--- src/rtl/probe_access_responder.sv ---
// Indexed probe-register bank with an INFO word and a null-terminated SCAN cursor,
// served over valid/ready request/response channels. Optional hardware write port: PROBE_HW_PORT_EN.
module probe_access_responder #(
  parameter int                ADDR_W    = 8,
  parameter int                DATA_W    = 32,
  parameter int                NUM_REGS  = 16,
  parameter logic [DATA_W-1:0] RESET_VAL = '0
) (
  input  logic              clk,
  input  logic              rst_n,
  input  logic              req_valid,
  output logic              req_ready,
  input  logic              req_write,
  input  logic [ADDR_W-1:0] req_addr,
  input  logic [DATA_W-1:0] req_wdata,
  output logic              rsp_valid,
  input  logic              rsp_ready,
  output logic [DATA_W-1:0] rsp_rdata,
`ifdef PROBE_HW_PORT_EN
  input  logic              hw_we,
  input  logic [((NUM_REGS > 1) ? $clog2(NUM_REGS) : 1)-1:0] hw_idx,
  input  logic [DATA_W-1:0] hw_wdata,
`endif
  output logic              rsp_err
);

  localparam int IW = (NUM_REGS > 1) ? $clog2(NUM_REGS) : 1;
  localparam int CW = $clog2(NUM_REGS + 1);

  localparam logic [ADDR_W-1:0] SCAN_ADDR  = '1;
  localparam logic [ADDR_W-1:0] INFO_ADDR  = SCAN_ADDR - ADDR_W'(1);
  localparam logic [ADDR_W:0]   NUM_REGS_A = (ADDR_W + 1)'(NUM_REGS);
  localparam logic [DATA_W-1:0] NUM_REGS_D = DATA_W'(NUM_REGS);
  localparam logic [CW-1:0]     NUM_REGS_C = CW'(NUM_REGS);
  localparam logic [DATA_W-1:0] INFO_WORD  = {(DATA_W/2)'(NUM_REGS), (DATA_W/2)'(DATA_W)};

  typedef enum logic {IDLE, RESP} state_t;

  state_t            state, state_d;
  logic [DATA_W-1:0] regs [NUM_REGS];
  logic [CW-1:0]     cursor, cursor_d;
  logic              accept;
  logic              is_reg;
  logic [IW-1:0]     reg_idx;
  logic              bus_we;
  logic [DATA_W-1:0] rdata_d;
  logic              err_d;
  logic              hw_hit;

  assign req_ready = (state == IDLE);
  assign rsp_valid = (state == RESP);
  assign accept    = req_valid && req_ready;
  assign is_reg    = {1'b0, req_addr} < NUM_REGS_A;
  assign reg_idx   = req_addr[IW-1:0];

`ifdef PROBE_HW_PORT_EN
  assign hw_hit = hw_we && ({1'b0, hw_idx} < (IW + 1)'(NUM_REGS));
`else
  assign hw_hit = 1'b0;
`endif

  // Request decode: response payload, bus write enable and next cursor.
  // NOTE: every always_comb output gets a default first so no path can infer a latch.
  always_comb begin
    rdata_d  = '0;
    err_d    = 1'b0;
    bus_we   = 1'b0;
    cursor_d = cursor;
    if (req_write) begin
      if (is_reg) begin
        bus_we = 1'b1;
      end else if (req_addr == SCAN_ADDR) begin
        cursor_d = (req_wdata >= NUM_REGS_D) ? NUM_REGS_C : req_wdata[CW-1:0];
      end else begin
        err_d = 1'b1;
      end
    end else begin
      if (is_reg) begin
        rdata_d = regs[reg_idx];
      end else if (req_addr == INFO_ADDR) begin
        rdata_d = INFO_WORD;
      end else if (req_addr == SCAN_ADDR) begin
        if (cursor == NUM_REGS_C) begin
          err_d = 1'b1;
        end else begin
          rdata_d  = regs[cursor[IW-1:0]];
          cursor_d = cursor + CW'(1);
        end
      end else begin
        err_d = 1'b1;
      end
    end
`ifdef PROBE_HW_PORT_EN
    // A same-edge hardware write to the same register wins; the bus write is refused.
    if (bus_we && hw_hit && (hw_idx == reg_idx)) begin
      bus_we = 1'b0;
      err_d  = 1'b1;
    end
`endif
  end

  always_comb begin
    state_d = state;
    case (state)
      IDLE:    if (req_valid)  state_d = RESP;
      RESP:    if (rsp_ready)  state_d = IDLE;
      default: state_d = IDLE;
    endcase
  end

  // NOTE: sequential state uses non-blocking assignments only, so every flop sees pre-edge values.
  always_ff @(posedge clk or negedge rst_n) begin
    if (!rst_n) begin
      state     <= IDLE;
      rsp_rdata <= '0;
      rsp_err   <= 1'b0;
      cursor    <= '0;
      // NOTE: the bank is flops with a defined reset value, so it is reset like any other state.
      for (int i = 0; i < NUM_REGS; i++) regs[i] <= RESET_VAL;
    end else begin
      state <= state_d;
      if (accept) begin
        rsp_rdata <= rdata_d;
        rsp_err   <= err_d;
        cursor    <= cursor_d;
      end
      for (int i = 0; i < NUM_REGS; i++) begin
        if (accept && bus_we && (reg_idx == IW'(i))) regs[i] <= req_wdata;
`ifdef PROBE_HW_PORT_EN
        if (hw_hit && (hw_idx == IW'(i))) regs[i] <= hw_wdata;
`endif
      end
    end
  end

endmodule

--- config.mk ---
export PLATFORM = sky130hd
export DESIGN_NAME = probe_access_responder
export DESIGN_NICKNAME = d
export VERILOG_FILES = /design/src/rtl/probe_access_responder.sv
export SDC_FILE = /design/constraint.sdc
export NUM_CORES = 1
export LEC_CHECK = 0
export CAP_MARGIN = 20
export CORE_MARGIN = 1.5
export CORE_UTILIZATION = 40
export CTS_BUF_LIST = sky130_fd_sc_hd__clkbuf_8
export DETAILED_ROUTE_END_ITERATION = 8
export DONT_BUFFER_PORTS = 1
export PLACE_DENSITY = 0.65
export SLEW_MARGIN = 40
export SYNTH_ARGS = -nofsm -noshare
export SYNTH_HDL_FRONTEND = slang
export SYNTH_SLANG_ARGS = --single-unit
--- constraint.sdc ---
create_clock -name clk -period 3.1 [get_ports clk]
set_input_delay 0 -clock clk [delete_from_list [all_inputs] [get_ports clk]]
set_output_delay 0 -clock clk [all_outputs]
set_load 0.1 [all_outputs]
## Word level (Yosys, flattened, before mapping)

Cells that the tools add are included.

- Register bits after elaboration: 551
- Input bits: 45
- Output and inout port bits: 35
- Logic and storage cells: 100

- $add $sub $neg: 1
- $lt $le $gt $ge: 4
- Equality and inequality tests: 20
- Mux-type cells: 31
- Bitwise gates (word level): 4
- Reductions and logical operators: 20

Operators by type and width:

| operator | count |
|---|---|
| 32-bit two-way mux | 9 |
| 32-bit binary-select mux with 4-bit select | 2 |
| 5-bit two-way mux | 8 |
| 4-bit == test, second input constant | 8 |
| 32-bit by 5-bit greater-or-equal comparator with 1-bit output, second input constant | 1 |
| 1-bit logical AND | 18 |
| 4-bit by 3-bit == test with 1-bit output, second input constant | 4 |
| 8-bit == test, second input constant | 2 |
| 1-bit two-way mux | 11 |
| 5-bit greater-or-equal comparator, second input constant | 2 |
| 4-bit inverter with 5-bit output | 2 |
| 4-bit by 2-bit == test with 1-bit output, second input constant | 2 |
| 8-bit by 5-bit less-than comparator with 1-bit output, second input constant | 1 |
| 5-bit by 1-bit adder with 5-bit output, second input constant | 1 |
| 5-bit == test, second input constant | 1 |
| 5-bit AND reduction | 1 |
| 4-bit by 1-bit == test with 1-bit output, second input constant | 1 |
| 4-bit zero test | 1 |
| 2-bit != test, second input constant | 2 |
| 1-bit inverter | 2 |
| 1-bit case mux with 2 select lines | 1 |

## Logic depth before layout (Yosys ltp)

Gate-level depths: netlist of the first run.

- Word-level depth: 9
- Gate-level depth with buffers: 12
- Depth with buffers taken out: 6

## Worst setup path before layout of the first run

Ideal clock, no wire load.

- Path kind: reg-to-reg
- Start point: register cursor[0]
- End point: register rsp_rdata[19]
- Arrival: 2779 ps
- Required time: 2948 ps
- Path slack: 169 ps
- Stages on the path, launching flop included: 13
- Period minus slack after synthesis: 2931 ps
- Cell sequence: dfrtp_1 -> buf_2 -> buf_2 -> buf_2 -> buf_2 -> inv_1 -> ha_1 -> nor4bb_1 -> nor4b_2 -> nand2b_1 -> clkbuf_1 -> clkbuf_1 -> o2111ai_1

- Word-level cells in the longest chain between the ends: 9

RTL lines:

| element | line | source |
|---|---|---|
| start: declaration | 41 | `logic [CW-1:0] cursor, cursor_d;` |
| start signal: assignment | 125 | `cursor <= cursor_d;` |
| 4-bit inverter with 5-bit output (not written as such) | 86 | `rdata_d = regs[cursor[IW-1:0]];` |
| 32-bit binary-select mux with 4-bit select | 86 |  |
| 32-bit two-way mux (not written as such) (2 in a row) | 86 |  |
| 32-bit two-way mux (*) | 83 | `if (cursor == NUM_REGS_C) begin` |
| 32-bit two-way mux (*) | 82 | `end else if (req_addr == SCAN_ADDR) begin` |
| 32-bit two-way mux (*) | 80 | `end else if (req_addr == INFO_ADDR) begin` |
| 32-bit two-way mux (*) | 78 | `if (is_reg) begin` |
| 32-bit two-way mux (*) | 69 | `if (req_write) begin` |
| end signal: assignment | 123 | `rsp_rdata <= rdata_d;` |
| end: declaration | 18 | `output logic [DATA_W-1:0] rsp_rdata,` |

Every way passes the cells marked *; elsewhere a longest branch is shown, timed or not. The select of a mux whose other input is x is not followed.
A chain may end at the register's enable or synchronous reset.

## Worst setup path after layout of the first run

- Start point: register state, in the netlist rsp_valid
- End point: register regs[187] in the netlist's numbering

- Word-level cells in the longest chain between the ends: 4

RTL lines:

| element | line | source |
|---|---|---|
| start: declaration | 39 | `state_t state, state_d;` |
| start signal: assignment | 121 | `state <= state_d;` |
| 1-bit inverter | n/a |  |
| 1-bit logical AND | 52 | `assign accept = req_valid && req_ready;` |
| 1-bit logical AND (2 in a row) | 128 | `if (accept && bus_we && (reg_idx == IW'(i))) regs[i] <= req_wdata;` |
| end signal: indexed assignment | 128 |  |
| end: declaration | 40 | `logic [DATA_W-1:0] regs [NUM_REGS];` |

No other way between the ends.

==> results of run 1 <==
[sequential cells by signal, indices dropped and copies added (netlist names)]
signal,cells
cursor,5
rsp_err,1
rsp_valid,1
rsp_rdata,32
regs,512
[routing by layer]
layer | global-route usage (%) | wire length (um) | up-vias
met4 | 8.762 | 2666 | 6
met5 | 0 | 38 | -
li1 | - | - | 7815
met2 | 38.06 | 41500 | 729
met1 | 30.50 | 35150 | 10323
met3 | 5.701 | 6904 | 187
[worst paths after layout]
path                       cells after the start        start  slack, ns       endpoint
max                                            6    rsp_valid       0.10      regs[187]
min                                            0        rst_n      -0.98      regs[248]
max reg2reg                                    6    rsp_valid       0.10      regs[187]
min reg2reg                                    1    regs[306]       0.50      regs[306]
max in group asynchronous                      0        rst_n       2.91  rsp_rdata[15]
min in group clk                               4  req_addr[2]       0.06      regs[292]
[power by group through the flow]
stage | logic (mW) | registers (mW) | clock network [mW]
after floorplan | 0.677 | 7.57 | 0
after global placement | 0.719 | 7.57 | 0
after detailed placement | 0.729 | 7.59 | 0
after CTS | 1.00 | 7.46 | 7.08
after global routing | 1.06 | 7.47 | 7.44
final | 1.01 | 7.46 | 6.94
[layout by cell type (no fill, tap or decap), drive strengths merged, types with 3 or more instances in the layout]
| master | Yosys | layout |
|---|---|---|
| dfrtp | 551 | 551 |
| mux2 | 543 | 543 |
| mux4 | 258 | 258 |
| clkbuf | 119 | 124 |
| dlygate4sd3 | 0 | 102 |
| nand2b | 66 | 66 |
| and4 | 62 | 62 |
| buf | 77 | 60 |
| inv | 11 | 42 |
| nand2 | 40 | 40 |
| nand3 | 37 | 37 |
| and2 | 32 | 32 |
| o211ai | 30 | 30 |
| a2111oi | 30 | 30 |
| o2111ai | 29 | 29 |
| nor2 | 14 | 14 |
| clkinv | 0 | 11 |
| nor4 | 8 | 8 |
| nor3 | 7 | 7 |
| nand4 | 6 | 6 |
| nor2b | 5 | 5 |
| a31oi | 4 | 4 |
| a31o | 3 | 3 |
| clkinvlp | 0 | 3 |
| bufinv | 0 | 3 |
[synthesized netlist by cell type, types with 2 or more instances]
cell type                   instances
sky130_fd_sc_hd__and4_1            62
sky130_fd_sc_hd__o2111ai_1         29
sky130_fd_sc_hd__ha_1               2
sky130_fd_sc_hd__mux2_2           531
sky130_fd_sc_hd__a2111oi_0         30
sky130_fd_sc_hd__a21o_1             2
sky130_fd_sc_hd__nor4bb_1           2
sky130_fd_sc_hd__o211ai_1          30
sky130_fd_sc_hd__nor3_1             6
sky130_fd_sc_hd__o311a_1            2
sky130_fd_sc_hd__nor4_1             7
sky130_fd_sc_hd__a31o_2             3
sky130_fd_sc_hd__buf_6              3
sky130_fd_sc_hd__a31oi_1            4
sky130_fd_sc_hd__inv_1             11
sky130_fd_sc_hd__mux4_2           258
sky130_fd_sc_hd__dfrtp_1          551
sky130_fd_sc_hd__nand2b_1          66
sky130_fd_sc_hd__nor2_4             2
sky130_fd_sc_hd__nor2b_1            5
sky130_fd_sc_hd__nand2_1           40
sky130_fd_sc_hd__buf_2             43
sky130_fd_sc_hd__o22ai_1            2
sky130_fd_sc_hd__clkbuf_1         119
sky130_fd_sc_hd__o21ai_0            2
sky130_fd_sc_hd__mux2_1            12
sky130_fd_sc_hd__nand4_1            6
sky130_fd_sc_hd__nor2_1            11
sky130_fd_sc_hd__a21oi_1            2
sky130_fd_sc_hd__and2_1            32
sky130_fd_sc_hd__buf_1             22
sky130_fd_sc_hd__buf_4              9
sky130_fd_sc_hd__nand3_1           37
[metrics by stage]
stage / worst slack (ns) / hold slack, ns / total power, mW
4_1_cts: 0.1082 / -0.9785 / 15.54
2_1_floorplan: 0.1691 / -0.2956 / 8.245
5_1_grt: 0.001668 / -0.9934 / 15.97
3_5_place_dp: 0.6850 / -0.2187 / 8.316
6_report: 0.1009 / -0.9802 / 15.40
3_3_place_gp: 0.7015 / -0.2212 / 8.290
[critical path, delay by kind of cell, from the launching register on]
family	cells	cell delay, ns
AND/OR/NAND/NOR	3	1.17
buffers and inverters	2	0.91
flip-flops	1	0.43
multiplexers	1	0.34
[cell families (layout without fill, tap and decap cells)]
| logic type | after synthesis | after routing | share of synthesized area (%) |
|---|---|---|---|
| multiplexers | 802 | 802 | 40.63 |
| flip-flops | 551 | 551 | 46.94 |
| AND/OR/NAND/NOR | 286 | 286 | 6.210 |
| buffers and inverters | 207 | 345 | 3.020 |
| AO/OA/AOI/OAI | 112 | 112 | 3.118 |
| adder cells (fa/ha/maj) | 2 | 2 | 0.08517 |
| other | 0 | 2 | 0 |
[area by class of cell]
type	instances	area (um2)	area share, %
flip-flops and latches	551	13840	41.12
clock buffers	124	1707	5.072
inverters	11	41.29	0.1227
repair buffers	162	1734	5.154
clock inverters	48	302.8	0.8999
multi-input cells	1202	14820	44.05
well taps	959	1200	3.566
diodes	2	5.005	0.01487
[what timing repair did]
item | in CTS | in global routing
resized for setup | 0 | 5
setup endpoints to repair | 0 | 5
endpoints found under the hold margin | 1102 | 551
==> tab_implementation.tex, run 1 <==
\begin{tabular}{lr}
\hline
Metric & Value \\
\hline
\multicolumn{2}{l}{\textbf{Synthesis}} \\
Area share of the largest cell type after synthesis & 46.94\% \\
Syn Area/Cell & roughly 15 um2 \\
Ys flop type & sky130\_fd\_sc\_hd\_\_dfrtp\_1 \\
Fraction of registers with async set/reset & 100.0\% \\
Cell accounting for the most synthesized area & sky130\_fd\_sc\_hd\_\_dfrtp\_1 \\
Syn Inst Count & 1960 \\
Count of unique library cells instantiated by Yosys & 50 \\
Share of the yosys chip area belonging to registers & $\sim$47\% \\
Number of nets in the synthesized netlist & 2007 \\
Number of enable flip-flop cells after synthesis & 0 \\
Cell types occupying the most area after synthesis & sky130\_fd\_sc\_hd\_\_dfrtp\_1, sky130\_fd\_sc\_hd\_\_mux2\_2, sky130\_fd\_sc\_hd\_\_mux4\_2, sky130\_fd\_sc\_hd\_\_and4\_1, sky130\_fd\_sc\_hd\_\_clkbuf\_1 \\
Synth Cell Area & 0.02938 mm2 \\
Register bit count reported by yosys & roughly 550 \\
YS warnings & 0 \\
\multicolumn{2}{l}{\textbf{Timing}} \\
Minimum clock period after layout & 2.999 ns \\
Total count of hold-check failures in the final report & $\sim$550 \\
RSZ-0062 raised after global routing & false \\
Final TNS setup & 0 ns \\
Endpoints failing setup & 0 \\
Transition time at the pin with the least slew margin & around 1.4 ns \\
Relative max-transition margin & 8.995\% \\
Post-route fraction of the period consumed by the critical path & a little over nine tenths \\
Worst-case clock skew & 0.03272 ns \\
Hold slack final & -0.9802 ns \\
Number of max-slew violations in the final report & 0 \\
Upper clock frequency limit & roughly 0.33 GHz \\
\multicolumn{2}{l}{\textbf{Route}} \\
WL final & 86260 um \\
Wire per inst & between 20 and 30 um \\
Detailed-route vias per instance & approximately 6.2 \\
First-pass DRT Iterations & 5 \\
Total number of vias & $\sim$19000 \\
DR iter-0 viols & $\sim$1700 \\
Count of unresolved DRC violations after routing & 0 \\
ANT nets after route & 0 \\
\multicolumn{2}{l}{\textbf{CTS}} \\
Clock Tree Root & sky130\_fd\_sc\_hd\_\_clkbuf\_8 \\
Worst skew pair latency & 0.70 ns \\
TritonCTS sink count & approximately 550 \\
Number of buffers added by the clock tree synthesis step & 96 \\
Maximum level of the CTS H-tree & 3 \\
Clock slew at reported path FFs & 0.07 ns \\
Number of buffers inserted by hold repair at cts & between 100 and 150 \\
Total setup buffers inserted after CTS & 0 \\
Worst-case clock buffer depth & 3 \\
TritonCTS clock tree & built \\
\multicolumn{2}{l}{\textbf{Pwr}} \\
Combinational cell fraction of total power & between 6 and 7\% \\
Total leakage power & around 15 nW \\
Net Sw Power & roughly 3.8 mW \\
Cell internal pwr & between 10 and 15 mW \\
Sequential Power Share & between 40\% and 50\% \\
Switching part of the total & between 20\% and 30\% \\
Clock network fraction of design power & 45.0\% \\
Power per Cell Area & between 400 and 500 mW/mm2 \\
Largest voltage drop on the vdd net & $\sim$0.00035 V \\
\multicolumn{2}{l}{\textbf{Floorplan}} \\
Core box area & approximately 0.073 mm2 \\
Die footprint & around 0.075 mm2 \\
Total number of placement rows & 99 \\
Vertical extent of the die & 274.0 um \\
Initial core utilization & about two fifths \\
Die width & between 200 and 300 um \\
Boundary pin count & 80 \\
\multicolumn{2}{l}{\textbf{Worst setup path}} \\
Kind of end point of the critical path & flip-flop \\
Cells along the critical path & nand2b\_2, or4\_4, dlygate4sd3\_1, nor2\_4, buf\_4, mux2\_2 \\
Critical Path Fanout Max & 8 \\
CP max stage delay & approximately 0.65 ns \\
Cell at the slowest stage of the critical path & sky130\_fd\_sc\_hd\_\_dlygate4sd3\_1 \\
Req. time, crit path & between 3 and 4 ns \\
Type of origin of the critical path & flip-flop \\
WP data arrival & between 3 and 4 ns \\
Setup CP Type & flip-flop to flip-flop \\
\multicolumn{2}{l}{\textbf{Outcome}} \\
Run status & finished with violations \\
Failing checks & hold timing \\
\multicolumn{2}{l}{\textbf{Final layout}} \\
Final \#Nets & around 2100 \\
End-of-flow core utilization & a little under half \\
\# fillers & 6361 \\
Synth-to-Final Area Change & 14.54\% \\
Final instance count without filler cells & 3059 \\
Finished Cell Area & around 0.034 mm2 \\
Fraction of layout instances using a drive strength above 1 & around half \\
\multicolumn{2}{l}{\textbf{Global routing}} \\
Antenna violations before repair & 7 \\
Number of global-route vias before repair & slightly above 20000 \\
Wire length of the first global-routing pass & approximately 130000 um \\
Total congestion overflow & 0 \\
Total GRT Usage & a little under a quarter \\
Maximum number of pins on one net before global-route repair & roughly 550 \\
\multicolumn{2}{l}{\textbf{Placement}} \\
Post-detailed-placement cell area & between 0.03 and 0.04 mm2 \\
Routability congestion estimate from global placement & 0.8205 \\
DP Wirelength & 46740 um \\
Number of buffer cells added on primary ports & 0 \\
Number of instances in the placed design & 2780 \\
\multicolumn{2}{l}{\textbf{Hold path}} \\
HP Class & input pin to asynchronous set/reset pin \\
\multicolumn{2}{l}{\textbf{Run}} \\
Maxcap violations & 0 \\
\hline
\end{tabular}
(Power assumes the default switching activity.)
==> run 2: changes to the inputs <==
--- a/config.mk
+++ b/config.mk
@@ -7,11 +7,12 @@
 export LEC_CHECK = 0
 export CAP_MARGIN = 20
 export CORE_MARGIN = 1.5
-export CORE_UTILIZATION = 40
+export CORE_UTILIZATION = 45
 export CTS_BUF_LIST = sky130_fd_sc_hd__clkbuf_8
 export DETAILED_ROUTE_END_ITERATION = 8
 export DONT_BUFFER_PORTS = 1
-export PLACE_DENSITY = 0.65
+export PLACE_DENSITY = 0.71
+export SETUP_SLACK_MARGIN = 0.15
 export SLEW_MARGIN = 40
 export SYNTH_ARGS = -nofsm -noshare
 export SYNTH_HDL_FRONTEND = slang
==> run 2 against run 1 <==
Clock skew is 0.0020 ns higher. Global-route usage is 2.1 points higher. The run ends with hold timing, slew limit left. Highest routed layer unchanged. Hold slack better by 0.023 ns. Cell count is 3.3% lower. Sequential power hardly changed. Register-to-register slack better by 0.17 ns.
==> tab_implementation.tex, run 2 (synthesized netlist as in run 1, its figures left out) <==
\begin{tabular}{lr}
\hline
Metric & Value \\
\hline
\multicolumn{2}{l}{\textbf{Floorplan}} \\
Die width & 258.5 um (-5.7\%) \\
Core box area & 0.06446 mm2 (-11\%) \\
Boundary pin count & 80 (unchanged) \\
Initial core utilization & 45.57\% (+5.2 points) \\
Die footprint & 0.06682 mm2 (-11\%) \\
Vertical extent of the die & 258.5 um (-5.7\%) \\
Total number of placement rows & 93 (-6.1\%) \\
\multicolumn{2}{l}{\textbf{Route}} \\
DR iter-0 viols & 1766 (+6.2\%) \\
Wire per inst & 28.45 um (+0.89\%) \\
Total number of vias & 19149 (+0.47\%) \\
WL final & 84190 um (-2.4\%) \\
First-pass DRT Iterations & 7 (+2) \\
ANT nets after route & 0 (unchanged) \\
Detailed-route vias per instance & 6.471 (+3.9\%) \\
Count of unresolved DRC violations after routing & 0 (unchanged) \\
\multicolumn{2}{l}{\textbf{CTS}} \\
Worst skew pair latency & 0.70 ns (about the same) \\
Number of buffers added by the clock tree synthesis step & 94 (-2.1\%) \\
Clock Tree Root & sky130\_fd\_sc\_hd\_\_clkbuf\_8 \\
Worst-case clock buffer depth & 3 (unchanged) \\
TritonCTS clock tree & built \\
TritonCTS sink count & 551 (unchanged) \\
Maximum level of the CTS H-tree & 3 (unchanged) \\
Total setup buffers inserted after CTS & 0 (unchanged) \\
Clock slew at reported path FFs & 0.06 ns (about the same) \\
\multicolumn{2}{l}{\textbf{Pwr}} \\
Largest voltage drop on the vdd net & 0.0003232 V (-7.3\%) \\
Power per Cell Area & 467.0 mW/mm2 (+2.0\%) \\
Total leakage power & 15.34 nW (about the same) \\
\multicolumn{2}{l}{\textbf{Final layout}} \\
Sequential cell area & 0.01384 mm2 (unchanged) \\
Fraction of layout instances using a drive strength above 1 & 50.83\% (+0.55 points) \\
End-of-flow core utilization & 52.06\% (+5.9 points) \\
Leading cell type in the layout, fill and taps excluded & sky130\_fd\_sc\_hd\_\_mux2\_2 \\
Flip-flop count of the largest register after layout & 512 (unchanged) \\
Commonest cells after routing, fill and taps aside & sky130\_fd\_sc\_hd\_\_mux2\_2, sky130\_fd\_sc\_hd\_\_dfrtp\_1, sky130\_fd\_sc\_hd\_\_mux4\_2 \\
Final \#Nets & 2065 (-0.29\%) \\
Top flop regs & regs (512), rsp\_rdata (32), cursor (5) \\
Area of the multi-input gates & 0.01488 mm2 (+0.43\%) \\
Synth-to-Final Area Change & 14.25\% \\
\# fillers & 5295 (-17\%) \\
Top reg by flops & regs \\
\multicolumn{2}{l}{\textbf{Timing}} \\
RSZ-0062 raised after global routing & false \\
Endpoints failing setup & 0 (unchanged) \\
Worst-case clock skew & 0.03476 ns (+0.002038 ns) \\
Hold slack final & -0.9573 ns (+0.02289 ns) \\
Post-route fraction of the period consumed by the critical path & 91.37\% (-5.4 points) \\
Total count of hold-check failures in the final report & 551 (unchanged) \\
Relative max-transition margin & -63.93\% (-73 points) \\
Final TNS setup & 0 ns (unchanged) \\
Transition time at the pin with the least slew margin & 2.459 ns (+1.094 ns) \\
Number of max-slew violations in the final report & 348 (+348) \\
Minimum clock period after layout & 2.832 ns (-0.1668 ns) \\
Upper clock frequency limit & 0.3531 GHz (+5.9\%) \\
\multicolumn{2}{l}{\textbf{Worst setup path}} \\
Cells along the critical path & mux4\_2, dlygate4sd3\_1, and4\_1, a2111oi\_0, dlygate4sd3\_1, o2111ai\_1 \\
Type of origin of the critical path & flip-flop \\
Critical Path Fanout Max & 3 (-5) \\
CP max stage delay & 0.61 ns (-0.04 ns) \\
Req. time, crit path & 3.65 ns (about the same) \\
Cell type with the highest occurrence count on the critical path & sky130\_fd\_sc\_hd\_\_dlygate4sd3\_1 \\
Setup CP Type & flip-flop to flip-flop \\
WP data arrival & 3.39 ns (-0.17 ns) \\
Kind of end point of the critical path & flip-flop \\
Cell at the slowest stage of the critical path & sky130\_fd\_sc\_hd\_\_dlygate4sd3\_1 \\
\multicolumn{2}{l}{\textbf{Global routing}} \\
Met3 track demand over resource & 6.778\% (+1.1 points) \\
Number of global-route vias before repair & 20416 (-0.66\%) \\
Total GRT Usage & 25.56\% (+2.1 points) \\
Antenna violations before repair & 7 (unchanged) \\
Maximum number of pins on one net before global-route repair & 552 (unchanged) \\
GR Util met1 & 34.52\% (+4.0 points) \\
Total congestion overflow & 0 (unchanged) \\
Met2 track utilization from global routing & 39.92\% (+1.9 points) \\
Most heavily used metal layer in global routing & met2 \\
Wire length of the first global-routing pass & 128200 um (-2.2\%) \\
\multicolumn{2}{l}{\textbf{Placement}} \\
Routability congestion estimate from global placement & 0.9031 (+10\%) \\
Number of buffer cells added on primary ports & 0 (unchanged) \\
DP Wirelength & 45180 um (-3.4\%) \\
\multicolumn{2}{l}{\textbf{Outcome}} \\
Failing checks & hold timing, slew limit \\
Run status & finished with violations \\
\multicolumn{2}{l}{\textbf{Run}} \\
Maxcap violations & 0 (unchanged) \\
\multicolumn{2}{l}{\textbf{Hold path}} \\
HP Class & input pin to asynchronous set/reset pin \\
\hline
\end{tabular}
-- run 2: final cells by class --
class	instances	area share [%]
Tap cell	855	3.187
Inverter	11	0.1230
Timing Repair Buffer	158	4.809
Sequential cell	551	41.23
Clock buffer	128	5.249
Clock inverter	47	1.003
Antenna cell	7	0.05219
Multi-Input combinational cell	1202	44.35
-- run 2: worst paths after layout --
kind                        startpoint            end  slack, ns  depth (start not counted)
setup reg to reg             regs[226]   rsp_rdata[2]       0.27                          6
setup / recovery             regs[226]   rsp_rdata[2]       0.27                          6
max in group asynchronous        rst_n  rsp_rdata[21]       2.00                          0
hold reg to reg              regs[307]      regs[307]       0.51                          1
min in group clk           req_addr[2]  rsp_rdata[23]       0.01                          4
hold / removal                   rst_n       regs[99]      -0.96                          0
-- run 2: worst max-delay path: cells and delay by family, from the launching register on --
family	cells	cell delay (ns)
buffers and inverters	2	1.19
multiplexers	1	0.46
AO/OA/AOI/OAI	2	0.44
flip-flops	1	0.40
AND/OR/NAND/NOR	1	0.20
-- run 2: what timing repair did --
action | CTS | global route
hold endpoints to repair | 1102 | 554
gates resized for setup | 0 | 16
hold buffers | 100 | 5
endpoints found under the setup margin | 0 | 8
-- run 2: where the power goes --
part	internal, mW	leakage [nW]	switching, mW	total (mW)
registers	7.33	7.60	0.102	7.43
clock network	4.09	1.18	3.11	7.20
logic	0.463	6.56	0.578	1.04
-- run 2: routing by layer --
metal  wire [um]  vias to the layer above
li1            -                     7805
met1       34530                    10279
met2       39400                      879
met3        7501                      184
met4        2740                        2
met5          13                        -
-- run 2: metrics by stage --
step	power, mW	setup slack, ns	instances	area [um2]
6_report	15.67	0.2677	2959	33560
5_1_grt	16.17	0.1615	2954	33550
4_1_cts	15.75	0.1575	2950	33450
3_5_place_dp	8.310	0.4615	2675	30300
3_3_place_gp	8.282	0.6062	2674	30250
2_1_floorplan	8.245	0.1691	1960	29380
==> run 3: changes to the inputs <==
--- a/config.mk
+++ b/config.mk
@@ -12,7 +12,7 @@
 export DETAILED_ROUTE_END_ITERATION = 8
 export DONT_BUFFER_PORTS = 1
 export PLACE_DENSITY = 0.71
-export SETUP_SLACK_MARGIN = 0.15
+export SETUP_SLACK_MARGIN = 0.4
 export SLEW_MARGIN = 40
 export SYNTH_ARGS = -nofsm -noshare
 export SYNTH_HDL_FRONTEND = slang
==> run 3 against run 2 <==
The run still ends with hold timing, slew limit left. Hold slack better by 0.026 ns. Total power is 4.4% lower. Wire length about the same. Cell count rose by 1.5%. Sequential power about the same. Clock-buffer cell count decreased by 14. Die area stayed put. Setup slack better by 0.18 ns. Core utilization grew 0.42 points. Global-route usage is essentially flat. Largest power group unchanged. Combinational power about the same.
==> tab_implementation.tex, run 3 (synthesized netlist as in run 1, its figures left out) <==
\begin{tabular}{lr}
\hline
Metric & Value \\
\hline
\multicolumn{2}{l}{\textbf{CTS}} \\
Number of buffers added by the clock tree synthesis step & 95 (+1.1\%) \\
Maximum level of the CTS H-tree & 3 (unchanged) \\
Worst skew pair latency & 0.72 ns (+0.02 ns) \\
Clock Tree Root & sky130\_fd\_sc\_hd\_\_clkbuf\_8 \\
Clock slew at reported path FFs & 0.06 ns (about the same) \\
Worst-case clock buffer depth & 3 (unchanged) \\
TritonCTS clock tree & built \\
TritonCTS sink count & 551 (unchanged) \\
\multicolumn{2}{l}{\textbf{Outcome}} \\
Run status & finished with violations \\
Failing checks & hold timing, slew limit \\
\multicolumn{2}{l}{\textbf{Placement}} \\
DP Wirelength & 45630 um (+1.0\%) \\
Number of instances in the placed design & 2671 (-0.15\%) \\
Routability congestion estimate from global placement & 0.8331 (-7.8\%) \\
Number of buffer cells added on primary ports & 0 (unchanged) \\
Post-detailed-placement cell area & 0.03034 mm2 (+0.12\%) \\
\multicolumn{2}{l}{\textbf{Timing}} \\
Endpoints failing setup & 0 (unchanged) \\
Hold slack final & -0.9316 ns (+0.02567 ns) \\
Total count of hold-check failures in the final report & 551 (unchanged) \\
Relative max-transition margin & -16.12\% (+48 points) \\
Minimum clock period after layout & 2.648 ns (-0.1839 ns) \\
Final TNS setup & 0 ns (unchanged) \\
RSZ-0062 raised after global routing & false \\
Worst-case clock skew & 0.03416 ns (-0.0005997 ns) \\
Post-route fraction of the period consumed by the critical path & 85.43\% (-5.9 points) \\
Upper clock frequency limit & 0.3776 GHz (+6.9\%) \\
Number of max-slew violations in the final report & 142 (-59\%) \\
Transition time at the pin with the least slew margin & 1.742 ns (-0.7170 ns) \\
\multicolumn{2}{l}{\textbf{Pwr}} \\
Power per Cell Area & 442.8 mW/mm2 (-5.2\%) \\
Largest voltage drop on the vdd net & 0.0002892 V (-11\%) \\
Total leakage power & 15.67 nW (+2.1\%) \\
\multicolumn{2}{l}{\textbf{Floorplan}} \\
Boundary pin count & 80 (unchanged) \\
Die width & 258.5 um (unchanged) \\
Core box area & 0.06446 mm2 (unchanged) \\
Total number of placement rows & 93 (unchanged) \\
Initial core utilization & 45.57\% (unchanged) \\
Die footprint & 0.06682 mm2 (unchanged) \\
Vertical extent of the die & 258.5 um (unchanged) \\
\multicolumn{2}{l}{\textbf{Final layout}} \\
Top flop regs & regs (512), rsp\_rdata (32), cursor (5) \\
Finished Cell Area & 0.03383 mm2 (+0.80\%) \\
Final instance count without filler cells & 3002 (+1.5\%) \\
Fraction of layout instances using a drive strength above 1 & 48.60\% (-2.2 points) \\
Final \#Nets & 2115 (+2.4\%) \\
End-of-flow core utilization & 52.48\% (+0.42 points) \\
Synth-to-Final Area Change & 15.16\% \\
Commonest cells after routing, fill and taps aside & sky130\_fd\_sc\_hd\_\_mux2\_2, sky130\_fd\_sc\_hd\_\_dfrtp\_1, sky130\_fd\_sc\_hd\_\_mux4\_2 \\
Top reg by flops & regs \\
Flip-flop count of the largest register after layout & 512 (unchanged) \\
Leading cell type in the layout, fill and taps excluded & sky130\_fd\_sc\_hd\_\_mux2\_2 \\
\multicolumn{2}{l}{\textbf{Route}} \\
Wire per inst & 28.05 um (-1.4\%) \\
DR iter-0 viols & 1612 (-8.7\%) \\
Highest layer used for signal routing & met5 \\
WL final & 84200 um (about the same) \\
Detailed-route vias per instance & 6.440 (-0.49\%) \\
Met1 routed wirelength after detailed routing & 34040 um (-1.4\%) \\
Count of unresolved DRC violations after routing & 0 (unchanged) \\
Total number of vias & 19333 (+0.96\%) \\
ANT nets after route & 0 (unchanged) \\
Routed wl met2 & 40390 um (+2.5\%) \\
WL met3 & 7070 um (-5.7\%) \\
First-pass DRT Iterations & 5 (-2) \\
\multicolumn{2}{l}{\textbf{Worst setup path}} \\
Cell at the slowest stage of the critical path & sky130\_fd\_sc\_hd\_\_dlygate4sd3\_1 \\
Cell class contributing the biggest share of worst-path delay & buffers and inverters \\
Cells along the critical path & nor2b\_1, nand4\_1, buf\_4, nor2\_4, dlygate4sd3\_1, mux2\_2 \\
Kind of end point of the critical path & flip-flop \\
Critical Path Fanout Max & 9 (+6) \\
Timing startpoint of the critical path & rsp\_valid \\
Req. time, crit path & 3.67 ns (+0.02 ns) \\
Setup CP Type & flip-flop to flip-flop \\
Type of origin of the critical path & flip-flop \\
CP max stage delay & 1.00 ns (+0.39 ns) \\
Buffering stage count on the worst path with inverters included & 2 (unchanged) \\
WP data arrival & 3.22 ns (-0.17 ns) \\
Start of the worst register-to-register path & rsp\_valid \\
\multicolumn{2}{l}{\textbf{Global routing}} \\
Number of global-route vias before repair & 20702 (+1.4\%) \\
Wire length of the first global-routing pass & 128700 um (+0.39\%) \\
Antenna violations before repair & 4 (-3) \\
Maximum number of pins on one net before global-route repair & 552 (unchanged) \\
Total GRT Usage & 25.61\% (+0.047 points) \\
Total congestion overflow & 0 (unchanged) \\
\multicolumn{2}{l}{\textbf{Hold path}} \\
HP Class & input pin to asynchronous set/reset pin \\
\multicolumn{2}{l}{\textbf{Run}} \\
Maxcap violations & 0 (unchanged) \\
\hline
\end{tabular}
[run 3: changes by cell type in the layout (fill, tap and decap cells not counted), sizes merged]
cell and change:
diode -4, dlygate4sd3 +51, buf -2, clkinv -1, inv +16, bufinv -4, clkinvlp +1, clkbuf -14
[run 3: layout make-up]
| cell class | count | area (um2) |
|---|---|---|
| Multi-Input combinational cell | 1202 | 14840 |
| Fill cell | 5282 | 30630 |
| Clock buffer | 114 | 1569 |
| Antenna cell | 3 | 7.507 |
| Inverter | 11 | 41.29 |
| Sequential cell | 551 | 13840 |
| Tap cell | 855 | 1070 |
| Clock inverter | 59 | 296.5 |
| Timing Repair Buffer | 207 | 2168 |
[run 3: path summary, 6_finish.rpt]
path | endpoint | slack [ns] | depth (start not counted)
setup reg to reg | regs[257] | 0.45 | 6
max in group asynchronous | rsp_rdata[27] | 2.58 | 0
hold / removal | regs[66] | -0.93 | 0
min in group clk | regs[20] | 0.03 | 5
hold reg to reg | regs[427] | 0.51 | 1
setup / recovery | regs[257] | 0.45 | 6
[run 3: timing repair]
| item | CTS | global route |
|---|---|---|
| gates resized for setup | 0 | 4 |
| setup endpoints to repair | 0 | 12 |
| hold buffers | 149 | 4 |
| endpoints found under the hold margin | 1102 | 570 |
| setup buffers | 0 | 2 |
[run 3: per-stage QoR]
| step | power, mW | worst slack, ns |
|---|---|---|
| finish | 14.98 | 0.4516 |
| global placement | 8.287 | 0.6968 |
| floorplan | 8.247 | 0.4478 |
| CTS | 15.06 | 0.4030 |
| global route | 15.50 | 0.4062 |
| detailed placement | 8.316 | 0.6324 |
[run 3: power by group]
part | switching, mW | internal [mW] | leakage (nW)
registers | 0.130 | 7.33 | 7.60
clock network | 3.07 | 3.41 | 1.11
logic | 0.544 | 0.484 | 6.96
total | 3.75 | 11.2 | 15.7
[run 3: metal layers]
metal	GRT usage, %	vias to the layer above
li1	-	7917
met1	33.45	10385
met2	41.24	834
met3	6.700	195
met4	9.438	2
met5	0	-
